`src/rtl/fifo_rd_burst_reader.sv`:
```
// fifo_rd_burst_reader
// Read-side burst consumer for the async FIFO, in the read clock domain.
// It drains burst_len words and re-presents them on a valid/ready stream.
// A 2-entry skid buffer covers the FIFO's 1-cycle read latency.
// Optional build macro: FIFO_RD_TIMEOUT_EN enables the empty-FIFO abort timer.
module fifo_rd_burst_reader #(
    parameter int DATA_WIDTH     = 32,
    parameter int LEN_WIDTH      = 16,
    parameter int TIMEOUT_CYCLES = 1024
) (
    input  logic                  rd_clk,
    input  logic                  rd_rst_n,
    input  logic                  start,
    input  logic [LEN_WIDTH-1:0]  burst_len,
    output logic                  busy,
    output logic                  done,
    output logic                  timeout,
    output logic                  rd_en,
    input  logic [DATA_WIDTH-1:0] rd_data,
    input  logic                  empty,
    input  logic                  half_empty,
    output logic                  m_valid,
    output logic [DATA_WIDTH-1:0] m_data,
    input  logic                  m_ready
);

    localparam logic [1:0] S_IDLE = 2'd0;
    localparam logic [1:0] S_RUN  = 2'd1;
    localparam logic [1:0] S_DONE = 2'd2;

    logic [1:0]            state_q, state_d;
    logic [LEN_WIDTH-1:0]  remain_q, remain_d;
    logic                  inflight_q;
    logic [1:0]            cnt_q, cnt_d;
    logic [DATA_WIDTH-1:0] buf0_q, buf0_d, buf1_q, buf1_d;
    logic                  pop, aborted, fin;
    logic [2:0]            occ;

    assign pop     = m_valid && m_ready;
    assign m_valid = (cnt_q != 2'd0);
    assign m_data  = buf0_q;
    assign busy    = (state_q != S_IDLE);
    assign done    = (state_q == S_DONE);

    // Buffer slots already claimed: held words plus the word arriving next cycle.
    assign occ   = {1'b0, cnt_q} + {2'b00, inflight_q};
    assign rd_en = (state_q == S_RUN) && !empty && (remain_q != '0) && !aborted &&
                   (occ < (3'd2 + {2'b00, pop}));

    // Burst is finished once nothing is left to issue and everything issued has been handed off.
    assign fin = (state_q == S_RUN) && ((remain_q == '0) || aborted) && !inflight_q &&
                 (cnt_q == 2'd0);

    // Burst control: accept start in IDLE, count issued reads, finish and pulse done.
    always_comb begin
        state_d  = state_q;
        remain_d = remain_q;
        case (state_q)
            S_IDLE: begin
                if (start) begin
                    remain_d = burst_len;
                    state_d  = (burst_len == '0) ? S_DONE : S_RUN;
                end
            end
            S_RUN: begin
                if (rd_en) remain_d = remain_q - 1'b1;
                if (fin)   state_d  = S_DONE;
            end
            S_DONE:  state_d = S_IDLE;
            default: state_d = S_IDLE;
        endcase
    end

    // Skid buffer: in-order 2-entry queue; head is buf0, capture and pop may coincide.
    always_comb begin
        buf0_d = buf0_q;
        buf1_d = buf1_q;
        cnt_d  = cnt_q;
        case ({inflight_q, pop})
            2'b11: begin
                if (cnt_q == 2'd1) begin
                    buf0_d = rd_data;
                end else begin
                    buf0_d = buf1_q;
                    buf1_d = rd_data;
                end
            end
            2'b01: begin
                buf0_d = buf1_q;
                cnt_d  = cnt_q - 2'd1;
            end
            2'b10: begin
                if (cnt_q == 2'd0) buf0_d = rd_data;
                else               buf1_d = rd_data;
                cnt_d = cnt_q + 2'd1;
            end
            default: ;
        endcase
    end

    // Control and buffer state registers.
    always_ff @(posedge rd_clk or negedge rd_rst_n) begin
        if (!rd_rst_n) begin
            state_q    <= S_IDLE;
            remain_q   <= '0;
            inflight_q <= 1'b0;
            cnt_q      <= 2'd0;
            buf0_q     <= '0;
            buf1_q     <= '0;
        end else begin
            state_q    <= state_d;
            remain_q   <= remain_d;
            inflight_q <= rd_en;
            cnt_q      <= cnt_d;
            buf0_q     <= buf0_d;
            buf1_q     <= buf1_d;
        end
    end

`ifdef FIFO_RD_TIMEOUT_EN
    localparam int TW = $clog2(TIMEOUT_CYCLES + 1);

    logic [TW-1:0] tmr_q, tmr_d;
    logic          aborted_q, aborted_d, timeout_q, timeout_d;

    assign aborted = aborted_q;
    assign timeout = timeout_q;

    // Empty-FIFO timer: counts starved RUN cycles; a refilling FIFO (half_empty=0) holds it clear.
    always_comb begin
        tmr_d     = tmr_q;
        aborted_d = aborted_q;
        timeout_d = timeout_q;
        if ((state_q == S_IDLE) && start) begin
            tmr_d     = '0;
            aborted_d = 1'b0;
            timeout_d = 1'b0;
        end else if (state_q == S_RUN) begin
            if (!empty || !half_empty || (remain_q == '0) || aborted_q) begin
                tmr_d = '0;
            end else if (tmr_q == TW'(TIMEOUT_CYCLES - 1)) begin
                tmr_d     = '0;
                aborted_d = 1'b1;
            end else begin
                tmr_d = tmr_q + 1'b1;
            end
            if (fin) timeout_d = aborted_q;
        end
    end

    // Timer and abort flag registers.
    always_ff @(posedge rd_clk or negedge rd_rst_n) begin
        if (!rd_rst_n) begin
            tmr_q     <= '0;
            aborted_q <= 1'b0;
            timeout_q <= 1'b0;
        end else begin
            tmr_q     <= tmr_d;
            aborted_q <= aborted_d;
            timeout_q <= timeout_d;
        end
    end
`else
    logic        unused_half_empty;
    logic [31:0] unused_timeout_cycles;

    assign unused_half_empty     = half_empty;
    assign unused_timeout_cycles = TIMEOUT_CYCLES;
    assign aborted               = 1'b0;
    assign timeout               = 1'b0;
`endif

endmodule
```
`config.mk`:
```
export PLATFORM = sky130hd
export DESIGN_NAME = fifo_rd_burst_reader
export DESIGN_NICKNAME = d
export VERILOG_FILES = /design/src/rtl/fifo_rd_burst_reader.sv
export SDC_FILE = /design/constraint.sdc
export NUM_CORES = 1
export LEC_CHECK = 0
export CORE_MARGIN = 2
export CORE_UTILIZATION = 40
export DETAILED_ROUTE_END_ITERATION = 8
export PLACE_DENSITY = 0.64
export SYNTH_ARGS = -nofsm -noshare
export SYNTH_HDL_FRONTEND = slang
export SYNTH_SLANG_ARGS = --single-unit
export TNS_END_PERCENT = 20
```
`constraint.sdc`:
```
create_clock -name rd_clk -period 4.78 [get_ports rd_clk]
set_clock_uncertainty 0.15 [all_clocks]
set_input_delay 1.434 -clock rd_clk [delete_from_list [all_inputs] [get_ports rd_clk]]
set_output_delay 1.434 -clock rd_clk [all_outputs]
set_load 0.02 [all_outputs]
```
==> results.ini, run 1 <==
[status]
status=complete, no violations

[logic_synthesis]
yosysWarnings=0
synth_cells=420
synth.top_cell.area_share_pct=46.4
netlist_top_cells_area=dfrtp_1 (46%), mux2_2 (8.1%), mux2i_1 (7.0%)
synth_fp_nets=482
yosys_register_bits=85
synth_area_mm2=0.00458
syn_avg_cell_area_um2=10.9
synth.distinct_cells=48
yosysSeqAreaShare_pct=46.4
async_flop_share_pct=100
yosys.area.top_type=dfrtp_1
synthFlopType=dfrtp_1
synth_edf_count=0

[hold_path]
hold_depth=1
min_from=m_data[6]
hold_end=m_data[6]
hp-class=reg -> reg

[grt]
grt_antenna_before_repair=0
grt_pass1_wl_mm=19.0
overflow=0
track_usage_pct=19.1
first_global_vias=3761
grt_max_degree=75

[clocking]
numCtsBuffers=9
clkSinkCount=85
root_buffer=clkbuf_16
cts_hold_buffers=0
cts.path.max_buffers=2
clk_latency_ps=340
htreeDepth=3
cts_tree=yes
cts.clk_slew.worst_paths_ps=60

[detailed_routing]
wl_per_cell_um=17.8
ant_nets=0
drtPass1Iterations=4
drtIter0Drc=177
wl_mm=11.4
drc=0
route.vias.total=3806
vias_per_cell=5.96

[pwr]
power.net_switching_mw=1.75
seq_power_share_pct=30.6
ir_drop_uv=349
p_comb_share_pct=53.3
switching_share_pct=40.0
p_leak_nw=2.51
power_density_mw_per_mm2=741
clockPowerShare_pct=16.1
p_int_mw=2.62
finalPower_mw=4.37

[sta]
clock.fmax_ghz=0.215
rsz0062_at_grt=false
finalMaxSlewViolations=0
postLayoutSetupSlackWorst_ps=119
max_slew.worst_pin.slew_ps=965
maxSlewHeadroom_pct=35.7
finalHoldViolCount=0
whs_ps=323
period_needed_ps=4660
period_share_pct=97.5
finalSetupViolCount=0

[setup_path]
crit-reg2reg-launch=remain_q[0]
r2r_end=remain_q[11]
cp_data_required_time_ps=3200
critical-path-slowest-cell=clkdlybuf4s50_1
arrival_ps=3080
crit_path_end_kind=output port
r2r_slack_ps=1510
r2r_cells=9
cp_cell_sequence=clkdlybuf4s50_1, or3b_4, a2111oi_4, buf_4, o31a_1, buf_6
slowest_delay_ps=470
startpoint_type=input pin
critPathMaxFanout=2
worst-setup-path-type=in -> out

[cells_and_area]
layout_commonest_cell=clkdlybuf4s50_1
syn_to_final_growth_pct=28.9
final_nets=554
mostFrequentLayoutCells=clkdlybuf4s50_1 (86), dfrtp_1 (85), mux2_2 (33)
n_antenna_cell=0
drive_gt1_share_pct=14.1
fillers=1002

[floorplanning]
row_count=39
die_h_um=111
dieArea_mm2=0.0123
io_pins=91
core_region_area_mm2=0.0113
die_w_um=111
start_util_pct=40.6

[placement]
hpwlAfterDp_mm=7.26
dp_worst_setup_slack_ps=-537
io_buffers=88
place_congestion=0.811

[job]
max-cap-violations=0

## worst max-delay path by stage
stage | start | to | slack [ps] | depth (start not counted)
final | m_ready | rd_en | 120 | 6
after floorplan | m_ready | rd_en | 420 | 4
after global routing | m_ready | rd_en | 40 | 6
after detailed placement | m_ready | rd_en | -540 | 6
after CTS | m_ready | rd_en | 10 | 6
after global placement | m_ready | rd_en | -500 | 6
## synth_stat cells (all sizes together), types with 2 or more instances
| master | count |
|---|---|
| o22a | 2 |
| mux2 | 33 |
| or3 | 2 |
| mux2i | 32 |
| o21ai | 16 |
| a221oi | 32 |
| dfrtp | 85 |
| nand2 | 12 |
| a21oi | 14 |
| ha | 8 |
| o22ai | 4 |
| a211oi | 32 |
| nor2 | 9 |
| or2 | 3 |
| o2bb2ai | 8 |
| a31oi | 2 |
| nor4 | 10 |
| or3b | 2 |
| or4 | 3 |
| inv | 12 |
| nor3 | 10 |
| buf | 6 |
| a21o | 31 |
| a22o | 3 |
| clkbuf | 32 |
| nor2b | 2 |
## timing repair
item,CTS,global route
setup buffers,1,0
gates resized for setup,8,2
setup endpoints to repair,1,1
## critical path: cells and delay by family
kind / cells / cell delay (ps)
AOI/OAI and AO/OA: 2 / 500
buffers and inverters: 3 / 760
and+or+nand+nor: 1 / 390
## area by class of cell
cell class | count | area (um^2) | area share [%]
clock inverter | 3 | 46.3 | 0.784
timing repair buffer | 99 | 962 | 16.3
multi-input combinational | 285 | 2300 | 38.9
sequential | 85 | 2130 | 36.0
inverter | 12 | 45.0 | 0.763
tap | 143 | 179 | 3.03
clock buffer | 12 | 246 | 4.18
## power by group through the flow
| stage | registers [mW] | logic [mW] | clock network, mW |
|---|---|---|---|
| floorplan | 1.45 | 1.48 | 0 |
| global placement | 1.33 | 2.25 | 0 |
| CTS | 1.34 | 2.33 | 0.718 |
| global route | 1.40 | 2.55 | 0.742 |
| detailed placement | 1.35 | 2.31 | 0 |
| finish | 1.34 | 2.33 | 0.703 |
## registers in the layout, summed over array words and instances (netlist names)
name	cells
cnt_q	2
inflight_q	1
m_data	32
state_q	2
remain_q	16
buf1_q	32
## kinds of logic after synthesis
logic type | after synthesis | share of synthesized area [%]
xor+xnor | 2 | 0.383
flops | 85 | 46.4
simple gates | 57 | 6.83
fa+ha+maj | 8 | 2.19
buf+inv | 50 | 4.45
mux | 65 | 15.1
other cells | 1 | 0.0819
compound gates | 152 | 24.5
## metal layers
metal  routed length [um]  share of wire (%)  track usage [%]  up-vias
met2                 5460                 48             31.2      121
met4                  238                2.1             8.25        0
met5                    0                  0                0        -
met3                  503                4.4             3.66       17
li1                     -                  -                -     1782
met1                 5170                 45             24.9     1886
## stage by stage
stage	TNS (ps)	utilization, %	std cells	instance area [um^2]
6_report	0	52.4	639	5900
3_3_place_gp	-504	49.5	623	5580
3_5_place_dp	-537	49.5	623	5580
4_1_cts	0	52.2	639	5890
2_1_floorplan	0	-	420	4580
5_1_grt	0	52.4	639	5900
Power figures use the tool's default switching activity.
==> inputs of run 2 (changes only) <==
ABC_CLOCK_PERIOD_IN_PS = 4780   (was unset)
SETUP_SLACK_MARGIN = 0.3   (was unset)
==> results.ini, run 2 (synthesis gave the netlist of run 1 again) <==
[floorplanning]
io_pins=91
die_w_um=111
row_count=39
core_region_area_mm2=0.0113
start_util_pct=40.6
dieArea_mm2=0.0123
die_h_um=111

[clocking]
cts_hold_buffers=0
root_buffer=clkbuf_16
clk_latency_ps=340
cts.path.max_buffers=2
cts.clk_slew.worst_paths_ps=60
cts_tree=yes
htreeDepth=3
clkSinkCount=85
numCtsBuffers=9

[cells_and_area]
final_nets=554
final_cell_area_mm2=0.00590
syn_to_final_growth_pct=28.9
final_cell_count_no_fill=639
drive_gt1_share_pct=14.1
n_antenna_cell=0
mostFrequentLayoutCells=dfrtp_1 (85), clkdlybuf4s50_1 (85), mux2_2 (33)

[detailed_routing]
drtIter0Drc=154
drtPass1Iterations=4
ant_nets=0
wl_mm=11.4
vias_per_cell=5.94
route.vias.total=3797
wl_per_cell_um=17.8
drc=0

[pwr]
ir_drop_uv=401
p_leak_nw=2.51
power_density_mw_per_mm2=741
finalPower_mw=4.37

[sta]
postLayoutSetupSlackWorst_ps=414
finalMaxSlewViolations=0
max_slew.worst_pin.slew_ps=960
finalHoldViolCount=0
fin_tns_setup_ps=0
maxSlewHeadroom_pct=36.0
rsz0062_at_grt=false
period_needed_ps=4370
period_share_pct=91.3
finalSetupViolCount=0
clock.fmax_ghz=0.229

[job]
max-cap-violations=0

[setup_path]
worst-setup-path-type=in -> out
r2r_cells=9
critPathMaxFanout=2
startpoint_type=input pin
crit_path_end_kind=output port
arrival_ps=2780
cp_data_required_time_ps=3200
r2r_slack_ps=1480

[grt]
grt_max_degree=75
grt_antenna_before_repair=0
first_global_vias=3779
track_usage_pct=19.2
overflow=0
grt_pass1_wl_mm=19.0

[placement]
io_buffers=88
placed_cells=623
place_congestion=0.811
hpwlAfterDp_mm=7.26
dpl-instance-area_mm2=0.00558
dp_worst_setup_slack_ps=-537

[status]
status=complete, no violations

[hold_path]
hp-class=reg -> reg
hold_depth=1

## run 2: cell count changes in the layout (fill, tap and decap cells not counted)
cell             change
clkdlybuf4s50_1      -1
dlygate4sd2_1        +1
## run 2: area by class of cell
cell class	count	area, um^2
clock buffers	12	246
well taps	143	179
multi-input cells	285	2300
fillers	999	5370
clock inverters	3	46.3
inverters	12	45.0
repair buffers	99	961
flip-flops and latches	85	2130
## run 2: worst max-delay path, stage by stage
cell           delay (ps)
dlygate4sd2_1         200
or3b_4                390
a2111oi_4             300
buf_4                 160
o31a_1                160
buf_6                 130
## run 2: power by group
part           switching [mW]  internal (mW)  leakage, nW
combinational            1.21           1.12         1.34
clock                   0.283          0.418        0.139
sequential              0.255           1.08         1.03
## run 2: final timing paths
| path | to | from |
|---|---|---|
| worst min-delay path | m_data[6] | m_data[6] |
| worst max-delay path | rd_en | m_ready |
| min in group asynchronous | m_data[13] | rd_rst_n |
| worst max register to register | remain_q[11] | remain_q[0] |
| worst min register to register | m_data[6] | m_data[6] |
| max in group asynchronous | remain_q[7] | rd_rst_n |
## run 2: metrics by stage
stage	hold WS, ps	util [%]
2_1_floorplan	294	-
3_3_place_gp	308	49.5
3_5_place_dp	317	49.5
4_1_cts	331	52.4
5_1_grt	354	52.4
6_report	323	52.4
## run 2: what timing repair did
action,in CTS,in global routing
setup buffers,1,0
setup endpoints to repair,1,0
resized for setup,11,0
## run 2: layer usage
layer  share of wire [%]  wire, um  global-route usage (%)  vias up
met2                  49      5560                    31.4      105
met4                 2.1       245                    8.25        0
met5                   0         0                       0        -
met3                 4.1       471                    3.66       19
met1                  45      5120                    24.9     1897
li1                    -         -                       -     1776
